===== config.mk =====
export PLATFORM = sky130hd
export DESIGN_NAME = exec_ctrl
export DESIGN_NICKNAME = d
export VERILOG_FILES = /design/src/rtl/exec_ctrl.sv
export SDC_FILE = /design/constraint.sdc
export NUM_CORES = 1
export LEC_CHECK = 0
export CAP_MARGIN = 20
export CORE_AREA = 5 5 73 102
export CTS_CLUSTER_SIZE = 10
export DETAILED_ROUTE_END_ITERATION = 6
export DIE_AREA = 0 0 78 107
export PLACE_DENSITY = 0.79
export RECOVER_POWER = 25
export SYNTH_ARGS = -nofsm -noshare
export SYNTH_HDL_FRONTEND = slang
export SYNTH_SLANG_ARGS = --single-unit

===== constraint.sdc =====
create_clock -name clk -period 2.71 [get_ports clk]
set_clock_uncertainty 0.2 [all_clocks]
set_input_delay 0.271 -clock clk [delete_from_list [all_inputs] [get_ports clk]]
set_output_delay 0.271 -clock clk [all_outputs]
set_load 0.05 [all_outputs]

===== src/rtl/exec_ctrl.sv =====
//==============================================================================
// Module      : exec_ctrl
// Description : Three-cycle execute controller with a small register file,
//               driving a registered ALU and writing its result back.
//               Optional build macro EXEC_CTRL_R0_ZERO_EN hardwires R0 to zero.
// Revision    : 1.0 - initial release
//==============================================================================
`default_nettype none

module exec_ctrl #(
    parameter int DATA_W = 8,
    parameter int NREG_W = 2
) (
    input  logic              clk,
    input  logic              rst_n,
    input  logic              instr_valid,
    output logic              instr_ready,
    input  logic [15:0]       instr,
    output logic [DATA_W-1:0] alu_a,
    output logic [DATA_W-1:0] alu_b,
    output logic [2:0]        alu_op,
    input  logic [DATA_W-1:0] alu_y,
    output logic              wb_valid,
    output logic [NREG_W-1:0] wb_rd,
    output logic [DATA_W-1:0] wb_data,
    output logic              zero_flag,
    input  logic [NREG_W-1:0] dbg_rsel,
    output logic [DATA_W-1:0] dbg_rdata
);

    localparam int C_NREG = 1 << NREG_W;

    typedef enum logic [1:0] {
        S_IDLE = 2'd0,
        S_EXEC = 2'd1,
        S_WB   = 2'd2
    } state_t;

    state_t              r_state;
    logic                r_ready;
    logic [DATA_W-1:0]   r_regs [C_NREG];
    logic [DATA_W-1:0]   r_alu_a;
    logic [DATA_W-1:0]   r_alu_b;
    logic [2:0]          r_alu_op;
    logic [NREG_W-1:0]   r_rd;
    logic                r_wb_valid;
    logic [NREG_W-1:0]   r_wb_rd;
    logic [DATA_W-1:0]   r_wb_data;
    logic                r_zero;

    // Instruction field decode
    logic [2:0]          w_op;
    logic                w_imm;
    logic [NREG_W-1:0]   w_rd;
    logic [NREG_W-1:0]   w_rs1;
    logic [NREG_W-1:0]   w_rs2;
    logic [DATA_W-1:0]   w_imm8;
    logic                w_wr_en;

    assign w_op   = instr[15:13];
    assign w_imm  = instr[12];
    assign w_rd   = instr[10 +: NREG_W];
    assign w_rs1  = instr[8 +: NREG_W];
    assign w_rs2  = instr[0 +: NREG_W];
    assign w_imm8 = DATA_W'(instr[7:0]);

`ifdef EXEC_CTRL_R0_ZERO_EN
    assign w_wr_en   = (r_rd != '0);
    assign dbg_rdata = (dbg_rsel == '0) ? '0 : r_regs[dbg_rsel];
`else
    assign w_wr_en   = 1'b1;
    assign dbg_rdata = r_regs[dbg_rsel];
`endif

    // Writes only happen in WB and accepts only in IDLE, so operand reads at
    // the accept edge always observe the previous instruction's result.
    always_ff @(posedge clk) begin
        if (!rst_n) begin
            r_state    <= S_IDLE;
            r_ready    <= 1'b1;
            for (int i = 0; i < C_NREG; i++) begin
                r_regs[i] <= '0;
            end
            r_alu_a    <= '0;
            r_alu_b    <= '0;
            r_alu_op   <= '0;
            r_rd       <= '0;
            r_wb_valid <= 1'b0;
            r_wb_rd    <= '0;
            r_wb_data  <= '0;
            r_zero     <= 1'b0;
        end else begin
            r_wb_valid <= 1'b0;
            case (r_state)
                S_IDLE: begin
                    if (instr_valid) begin
                        r_alu_a  <= r_regs[w_rs1];
                        r_alu_b  <= w_imm ? w_imm8 : r_regs[w_rs2];
                        r_alu_op <= w_op;
                        r_rd     <= w_rd;
                        r_ready  <= 1'b0;
                        r_state  <= S_EXEC;
                    end
                end
                S_EXEC: begin
                    r_state <= S_WB;
                end
                S_WB: begin
                    if (w_wr_en) begin
                        r_regs[r_rd] <= alu_y;
                    end
                    r_wb_valid <= 1'b1;
                    r_wb_rd    <= r_rd;
                    r_wb_data  <= alu_y;
                    r_zero     <= (alu_y == '0);
                    r_ready    <= 1'b1;
                    r_state    <= S_IDLE;
                end
                default: begin
                    r_ready <= 1'b1;
                    r_state <= S_IDLE;
                end
            endcase
        end
    end

    assign instr_ready = r_ready;
    assign alu_a       = r_alu_a;
    assign alu_b       = r_alu_b;
    assign alu_op      = r_alu_op;
    assign wb_valid    = r_wb_valid;
    assign wb_rd       = r_wb_rd;
    assign wb_data     = r_wb_data;
    assign zero_flag   = r_zero;

endmodule

`default_nettype wire

==> run_results.csv <==
group,metric,value,unit
worst_setup_path,crit_buf_inv,2,
layout,final_area,0.00409,mm^2
yosys,synth.distinct_cells,34,
clocking,cts-resized-gates,0,
yosys,synth_ff_type,"dfxtp_1",
timing,tns,0,ns
drt,drt-total-wl,7.26,mm
layout,antennaDiodeCount,0,
drt,wire_per_inst,17.5,um
yosys,synth_top_cells_by_area,"edfxtp_1, dfxtp_1, mux4_2",
floorplan,io_pins,69,
floorplan,dieArea,0.00835,mm^2
pwr,p_per_area,565,mW/mm^2
global_route,grt_overflow,0,
worst_setup_path,cp.required,2.77,ns
yosys,ys_top_cells_by_count,"nand2_1, dfxtp_1, edfxtp_1",
global_route,grt_usage,0.181,
global_route,antenna_found_initial,0,
layout,synthToLayoutAreaGrowth,27.5,%
clocking,postCtsSetupRepairBufs,0,
clocking,clk_latency,0.34,ns
worst_setup_path,critPathArrivalTime,2.22,ns
placed_design,dp_hpwl,5.50,mm
worst_setup_path,path_cells,"clkdlybuf4s50_1 > nor3b_1 > clkbuf_1 > o21ai_0 > a21oi_1",
yosys,synthXorXnorAreaFrac,0,
pwr,p_leak,1.53,nW
placed_design,place_area,0.00394,mm^2
worst_setup_path,crit_slowest_cell,"clkbuf_1",
timing,rsz0062_at_grt,"no",
floorplan,start_util,0.498,
yosys,synth-seq-cells,68,
drt,vias_per_cell,5.66,
worst_setup_path,critical_path_class,"in -> reg",
yosys,synth.most_common_cell,"nand2_1",
global_route,grt_pass1_wl,11.8,mm
yosys,yosysWarnings,0,
layout,multiInputGateArea,0.00140,mm^2
yosys,synthArstFlopShare,0,
yosys,yosys.area.top_type,"edfxtp_1",
yosys,synth_top_family_by_area,"multiplexers",
clocking,cts-hold-fix-buffers,0,
yosys,avgSynthCellArea,12.0,um^2
worst_setup_path,crit_family,"buffers and inverters",
worst_setup_path,critPathMaxFanout,26,
yosys,synth_edf_count,32,
timing,period_minus_slack,2.16,ns
yosys,synth_compound_area_frac,0.111,
clocking,htreeDepth,3,
layout,fin_nets,365,
yosys,synth-simple-area-share,0.162,
floorplan,rows,35,
placed_design,placed_cells,399,
drt,postRouteAntennaNets,0,
timing,period_share,0.798,
pwr,vdd_drop_max,0.318,mV
timing,tightest_slew,1.05,ns
yosys,synth-seq-area-share,0.525,
timing,fmax,0.463,GHz
yosys,synth_mux_area_frac,0.168,
worst_setup_path,regToRegSetupSlack,0.57,ns
layout,fin_cells,415,
hold_path,hold_path_depth,2,
layout,fill_cells,532,
drt,vias,2347,
clocking,cts.sinks,68,
drt,detail_route.drc_violations,0,
layout,register_area,0.00168,mm^2
clocking,clock_path_buffers,2,
timing,timing.slew.headroom,0.297,
floorplan,core_area,0.00644,mm^2
timing,hold_viol,0,
worst_setup_path,worstSetupStartpointType,"input port",
yosys,yosys.area.top_type_share,0.300,
hold_path,hold_path_class,"reg -> reg",
worst_setup_path,setup.worst_path.end_class,"flop",
layout,drive_gt1_frac,0.167,
global_route,grt_pass1_vias,2397,
drt,first_iter_violations,134,
timing,finalSetupViolations,0,
drt,first_pass_iters,4,
clocking,clock-root-buffer,"clkbuf_8",
clocking,clkTransAtPathRegs,0.07,ns
yosys,syn_area,0.00320,mm^2
placed_design,gp_congestion,0.791,
status,status,"finished, final reports clean",
placed_design,io_buffer_count,68,
yosys,postSynthCellCount,268,
worst_setup_path,reg2reg_depth,4,
timing,final_max_slew_viol_count,0,
flow_run,drv_cap,0,
yosys,synthAdderAreaFrac,0,
global_route,grt_max_degree,32,
floorplan,fp.dieH,107,um
yosys,syn_nets,297,
worst_setup_path,cp.depth,5,
worst_setup_path,cp_slowest_stage_delay,0.82,ns
clocking,numCtsBuffers,9,
floorplan,die_w,78,um
clocking,cts_tree,"built",
power by group:
| part | total (mW) | switching, mW | internal [mW] |
|---|---|---|---|
| sequential | 1.15 | 0.0320 | 1.12 |
| clock | 0.733 | 0.379 | 0.355 |
| combinational | 0.423 | 0.250 | 0.173 |
flip-flops by register name, summed over array words and instances (netlist names):
| name | flops |
|---|---|
| alu_a | 8 |
| alu_b | 8 |
| alu_op | 3 |
| instr_ready | 1 |
| r_rd | 2 |
| r_regs | 32 |
| r_state | 2 |
| wb_data | 8 |
| wb_rd | 2 |
| wb_valid | 1 |
| zero_flag | 1 |
area by class of cell:
class,count,area share
multi-input combinational,177,0.342
clock buffer,10,0.0337
tap,74,0.0227
timing repair buffer,79,0.179
clock inverter,6,0.00980
inverter,1,0.000919
sequential,68,0.412
final timing paths:
kind / to / from
setup reg to reg: alu_b[1] / r_state[0]
hold / removal: alu_a[4] / alu_a[4]
setup / recovery: alu_b[1] / instr_valid
hold reg to reg: alu_a[4] / alu_a[4]
worst register-to-register path: stages, from the launching register on:
cell and delay, ns:
dfxtp_1 0.38, nor3b_1 0.28, clkbuf_1 0.82, o21ai_0 0.21, a21oi_1 0.18
stage by stage:
stage	util	setup WS (ns)	total power, mW	hold WS [ns]
detailed placement	0.611	0.443	1.61	0.250
floorplan	-	0.766	1.45	0.206
global placement	0.610	0.481	1.60	0.242
finish	0.635	0.548	2.31	0.259
CTS	0.639	0.561	2.33	0.263
global route	0.635	0.333	2.41	0.287
cells by family (layout without fill, tap and decap cells):
kind of cell,count (synthesis),count (layout)
buf+inv,23,96
flops,68,68
mux,32,32
compound gates,50,50
simple gates,95,95
routing by layer:
| layer | routed length (um) | up-vias | track usage |
|---|---|---|---|
| met3 | 348 | 8 | 0.0504 |
| met4 | 91 | 0 | 0.0737 |
| met2 | 4020 | 69 | 0.317 |
| li1 | - | 1136 | - |
| met5 | 0 | - | 0 |
| met1 | 2800 | 1134 | 0.206 |
layout by cell type (no fill, tap or decap), drive strengths merged, types with 13 or more instances in the layout:
| master | instances |
|---|---|
| a21boi | 16 |
| and2 | 18 |
| and3 | 18 |
| buf | 16 |
| clkbuf | 13 |
| clkdlybuf4s50 | 59 |
| dfxtp | 36 |
| edfxtp | 32 |
| mux2 | 14 |
| mux4 | 16 |
| nand2 | 42 |
(Power assumes the default switching activity.)
==> RTL change 1, RTL diff (same flow settings) <==
Make the reset (`rst_n`) asynchronous in one clocked block.
--- a/src/rtl/exec_ctrl.sv
+++ b/src/rtl/exec_ctrl.sv
@@ -75,5 +75,5 @@
     // Writes only happen in WB and accepts only in IDLE, so operand reads at
     // the accept edge always observe the previous instruction's result.
-    always_ff @(posedge clk) begin
+    always_ff @(posedge clk or negedge rst_n) begin
         if (!rst_n) begin
             r_state    <= S_IDLE;
Check against the original RTL: differs if rst_n is asserted again (counterexample within 4 cycles, from zero or initial values and one cycle with rst_n low); with rst_n held inactive, the same outputs for 4 cycles.
==> RTL change 1 against the unedited design <==
Sequential cell count stayed put. Design area increased by 2.3%. Global-route usage about the same. Setup slack worse by 0.013 ns. Die area unchanged. Wire length decreased by 2.2%. Area after synthesis decreased by 0.20%. First-iteration DRC count is 26% lower. Highest routed layer unchanged.
Power is not compared: it rests on default switching activity, and its combinational part moved more than twofold at a synthesized area within 25%.
==> RTL change 1: results (changes against the unedited design) <==
Synthesis
The average instance area after synthesis is 14.3 um2 (+19%). The proportion of register bits with asynchronous set or reset after synthesis was 1.00 (+1.00). By area the synthesized netlist is led by sky130_fd_sc_hd__dfrtp_1, sky130_fd_sc_hd__mux2_2, sky130_fd_sc_hd__mux4_2.

The total number of yosys warnings is 0 (unchanged). The portion of the post-synthesis area used by sequential elements is 0.532 (+0.00768). The most frequently used flop master after synthesis is sky130_fd_sc_hd__dfrtp_1. The commonest cells after synthesis are sky130_fd_sc_hd__dfrtp_1, sky130_fd_sc_hd__mux2_2, sky130_fd_sc_hd__nand2_1. The number of unique standard cell types used by synthesis is 28 (-18%). The net count after synthesis is 253 (-15%).

Finish
The ratio of cells with drive above 1 in the final layout is 0.344 (+0.177). The number of nets in the layout is 326 (-11%). The number of diodes came to 0 (unchanged). The count of fill cells added during filler insertion is 474 (-11%).

Counting flops per register, the top entry is r_regs.

Power and ir drop
The cell leakage power is 1.78 nW.

Detailed routing
The number of design-rule violations left by the first detailed-router iteration was 99 (-26%). The wire length reported by the detailed router is 7.10 mm (-2.2%). The via density per instance is 5.60 (-1.1%). The detailed-routing iteration count for the pre-antenna-repair pass is 4 (unchanged). The via count came to 2104 (-10%).

Place
The number of placed instances with taps included is 359 (-10%). The worst setup slack after placement was 0.506 ns (+0.0630 ns). The placed wire-length estimate after detailed placement was 4.89 mm (-11%). The routability congestion estimate from global placement is 0.783 (-1.0%).

Worst setup path
The largest fanout of any net on the critical path is 8 (-69%). The startpoint identified for the worst register-to-register timing path is r_state[0]. The path depth of the worst reg2reg path is 5 (+1).

The reg-to-reg endpoint is r_regs[7]. The slack of the worst reg-to-reg path came to 0.69 ns (+0.12 ns). The signal arrival time at the worst endpoint is 1.70 ns (-0.52 ns).

CTS
The number of levels the H-tree was split into is 3 (unchanged). The cell at the root of the clock tree is sky130_fd_sc_hd__clkbuf_8. The post-cts repair resize count came to 0 (unchanged).

The clock insertion delay at the later pin of the skew report is 0.34 ns (about the same). The clock tree buffer depth was 2 (unchanged). The clock-pin slew of the registers on the worst-case setup and hold paths came to 0.07 ns (about the same).

The CTS buffer count was 9 (unchanged). The count of buffers added by post-CTS timing repair for setup is 0 (unchanged).

Global route
The number of global-route vias before repair is 2207 (-7.9%). The pin count of the biggest net entering global routing is 69 (+120%). The number of antenna violations at the first check in global routing was 0 (unchanged). The wire length of the first global-routing pass was 11.6 mm (-2.3%). The aggregate global-route resource usage is 0.181 (about the same).

Hold path
The hold path startpoint is wb_rd[0]. The worst hold path terminates at wb_rd[0]. The class of the worst hold path is register to register.

The cell depth of the worst min-delay path is 2 (unchanged).

Status
The run finished with clean final reports.

STA
The transition time of the tightest slew-check pin came to 0.578 ns (-0.476 ns).
[RTL change 1: per-layer routing]
metal / share of wire / global-route usage / up-vias
met5: 0 / 0 / -
met4: 0.022 / 0.0870 / 0
met3: 0.046 / 0.0437 / 11
met2: 0.51 / 0.291 / 56
met1: 0.42 / 0.230 / 1076
li1: - / - / 961
[RTL change 1: what timing repair did]
| action | CTS | global route |
|---|---|---|
| hold endpoints to repair | 67 | 0 |
| endpoints found under the setup margin | 0 | 0 |
| hold buffers | 1 | 0 |
[RTL change 1: where the power goes]
group | total, W | switching, W | internal [W]
Combinational | 0.00234 | 0.00132 | 0.00103
Clock | 0.000913 | 0.000371 | 0.000543
Sequential | 0.00180 | 0.000347 | 0.00145
Total | 0.00505 | 0.00203 | 0.00302
[RTL change 1: worst max path at each step]
stage                      from      endpoint  slack, ns  depth (start not counted)
floorplan            r_state[0]    r_regs[10]       1.02                          4
global placement    dbg_rsel[0]  dbg_rdata[3]       0.53                          4
detailed placement     instr[0]      alu_b[2]       0.51                          4
CTS                 dbg_rsel[0]  dbg_rdata[2]       0.53                          4
global route        dbg_rsel[0]  dbg_rdata[6]       0.49                          4
finish              dbg_rsel[0]  dbg_rdata[2]       0.53                          4
[RTL change 1: final cells by class]
| class | instances | area, um2 | share of cell area |
|---|---|---|---|
| Timing Repair Buffer | 76 | 729 | 0.174 |
| Clock buffer | 12 | 145 | 0.0347 |
| Inverter | 1 | 3.75 | 0.000898 |
| Clock inverter | 4 | 72.6 | 0.0174 |
| Sequential cell | 68 | 1700 | 0.407 |
| Multi-Input combinational cell | 141 | 1430 | 0.343 |
| Tap cell | 74 | 92.6 | 0.0221 |
[RTL change 1: worst max-delay path, stage by stage]
cell	delay (ns)
sky130_fd_sc_hd__clkdlybuf4s50_1	0.45
sky130_fd_sc_hd__buf_4	0.22
sky130_fd_sc_hd__mux4_2	0.54
sky130_fd_sc_hd__buf_4	0.21
[RTL change 1: cells by family (layout without fill, tap and decap cells)]
kind of cell	after synthesis	after routing	share of synthesized area
mux	77	77	0.345
simple gates	54	54	0.0837
flops	68	68	0.532
compound gates	10	10	0.0180
buf+inv	15	93	0.0207
[RTL change 1: stage by stage]
stage / total power (W) / hold WS, ns / utilization / area [um2]
floorplan: 0.00340 / -0.225 / - / 3200
global placement: 0.00411 / 0.118 / 0.614 / 3950
detailed placement: 0.00416 / 0.117 / 0.614 / 3950
CTS: 0.00509 / 0.279 / 0.650 / 4180
global route: 0.00530 / 0.298 / 0.649 / 4180
finish: 0.00505 / 0.280 / 0.649 / 4180
==> RTL change 2, RTL diff (config.mk and constraints unchanged) <==
Made on the original files. Add a define of `EXEC_CTRL_R0_ZERO_EN`.
--- a/src/rtl/exec_ctrl.sv
+++ b/src/rtl/exec_ctrl.sv
@@ -7,4 +7,6 @@
 //==============================================================================
 `default_nettype none
+
+`define EXEC_CTRL_R0_ZERO_EN
 
 module exec_ctrl #(
Function: changed (Yosys sat finds a counterexample within 4 cycles, from zero or initial values and one cycle with rst_n low).
==> RTL change 2 against the unedited design <==
Fmax shrank 7.4%. Area after synthesis is 3.7% lower. Register-to-register slack improved by 0.24 ns. Design area rose by 0.37%. Wire length down 0.21%. Utilization rose by 0.23 points. Setup slack worse by 0.17 ns. Sequential cell count unchanged. Combinational power grew 4%. Power grew 1.6%. Synthesized cell count increased by 1.5%. Largest cell class unchanged. Highest routed layer unchanged.
==> RTL change 2: results (changes against the unedited design) <==
Status
The flow ran to the end, and the final reports show no timing, DRC or antenna violations.

Synthesis
The portion of the post-synthesis area used by sequential elements is 0.545 (+0.0202). The average instance area after synthesis is 11.3 um2 (-5.1%). By count the netlist is led by sky130_fd_sc_hd__nand2_1, sky130_fd_sc_hd__dfxtp_1, sky130_fd_sc_hd__a21oi_1, sky130_fd_sc_hd__edfxtp_1, sky130_fd_sc_hd__and2_1. By area the synthesized netlist is led by sky130_fd_sc_hd__edfxtp_1, sky130_fd_sc_hd__dfxtp_1, sky130_fd_sc_hd__mux2_2. The fraction of the mapped netlist area in compound gates came to 0.117 (+0.00550). The multiplexer share of the synthesized area was 0.145 (-0.0227).

CTS
The count of buffers added by post-CTS timing repair for setup is 0 (unchanged).

Hold path
For hold timing, the worst endpoint is alu_a[7]. The hold path startpoint is alu_a[7].

Worst setup path
The largest fanout of any net on the critical path is 35 (+35%). The reg-to-reg endpoint is r_regs[1][5]. The launch point of the worst reg-to-reg path is r_state[1]. Among all stages on the critical path, the largest delay is contributed by sky130_fd_sc_hd__inv_1. The path depth of the worst reg2reg path came to 3 (-1).

The signal arrival time at the worst endpoint came to 2.38 ns (+0.16 ns). The biggest cell delay along the critical path is 0.96 ns (+0.14 ns). The slack of the worst reg-to-reg path is 0.81 ns (+0.24 ns).

Power and ir drop
The worst vdd rail ir drop is 389 uV (+22%). The internal power consumption is 0.00170 W (+2.9%). The cell leakage power is 1.50 nW (-2.2%).

Global route
The met3 usage came to 0.0571 (+0.00672). The number of global-route vias before repair is 2394 (-0.13%). The fraction of met1 tracks used by global routing came to 0.190 (-0.0159).

The wire length of the first global-routing pass is 11.6 mm (-1.8%). The pin count of the biggest net entering global routing came to 36 (+13%).

Detailed routing
The via density per instance came to 5.43 (-3.9%). The highest layer touched by signal routing is met4. The routed length on met1 is 2.79 mm (-0.36%). The via count is 2336 (-0.47%). The wire length on met2 is 3.82 mm (-4.9%). The total length of routed met3 wires is 476 um (+37%).

The number of design-rule violations left by the first detailed-router iteration came to 173 (+29%).

Finish
The number of nets in the layout was 380 (+4.1%). The ratio of cells with drive above 1 in the final layout is 0.169 (+0.00138). The number of diodes is 0 (unchanged).

STA
The share of the clock period used by the worst path after layout was 0.862 (+0.0641). The transition time of the tightest slew-check pin is 1.21 ns (+0.152 ns).

Place
The routability congestion estimate from global placement was 0.766 (-3.2%). The number of placed instances with taps included is 414 (+3.8%). The placed wire-length estimate after detailed placement was 5.41 mm (-1.7%). The worst setup slack after placement is 0.426 ns (-0.0170 ns).
## RTL change 2: cell types whose count changed in the layout (fill, tap and decap cells not counted), sizes merged, moves of 6 or more
| cell | change |
|---|---|
| a21boi | -16 |
| a21oi | +24 |
| a22o | +8 |
| and2 | +6 |
| and3 | -17 |
| conb | +8 |
| mux2 | +8 |
| mux4 | -8 |
| nand2 | +6 |
| o2bb2ai | -8 |
## RTL change 2: area by class of cell
cell class                 instances  area (um2)
multi-input combinational        192        1320
clock inverter                     4        23.8
inverter                           2        7.51
fill                             526        2340
sequential                        68        1680
tap                               74        92.6
clock buffer                      12         155
timing repair buffer              78         825
## RTL change 2: metrics by stage
| step | util | power [W] | instance area (um2) | hold slack (ns) |
|---|---|---|---|---|
| floorplan | - | 0.00145 | 3110 | 0.207 |
| global placement | 0.613 | 0.00161 | 3950 | 0.241 |
| detailed placement | 0.613 | 0.00163 | 3950 | 0.246 |
| CTS | 0.641 | 0.00237 | 4130 | 0.252 |
| global route | 0.637 | 0.00244 | 4100 | 0.272 |
| finish | 0.637 | 0.00235 | 4100 | 0.251 |
## RTL change 2: worst max path at each step
stage                start      endpoint  depth (start not counted)
3_3_place_gp   dbg_rsel[1]  dbg_rdata[6]                          4
5_1_grt              rst_n      alu_b[0]                          5
2_1_floorplan   r_state[1]  r_regs[3][0]                          3
3_5_place_dp      instr[0]      alu_b[2]                          4
4_1_cts        dbg_rsel[1]  dbg_rdata[1]                          4
6_report             rst_n      alu_b[0]                          5
## RTL change 2: power groups by stage
stage / registers [W] / clock network [W] / logic [W]
after detailed placement: 0.00119 / 0 / 0.000439
after global routing: 0.00117 / 0.000808 / 0.000463
after floorplan: 0.00127 / 0 / 0.000183
after global placement: 0.00118 / 0 / 0.000433
after CTS: 0.00116 / 0.000764 / 0.000442
final: 0.00116 / 0.000746 / 0.000438
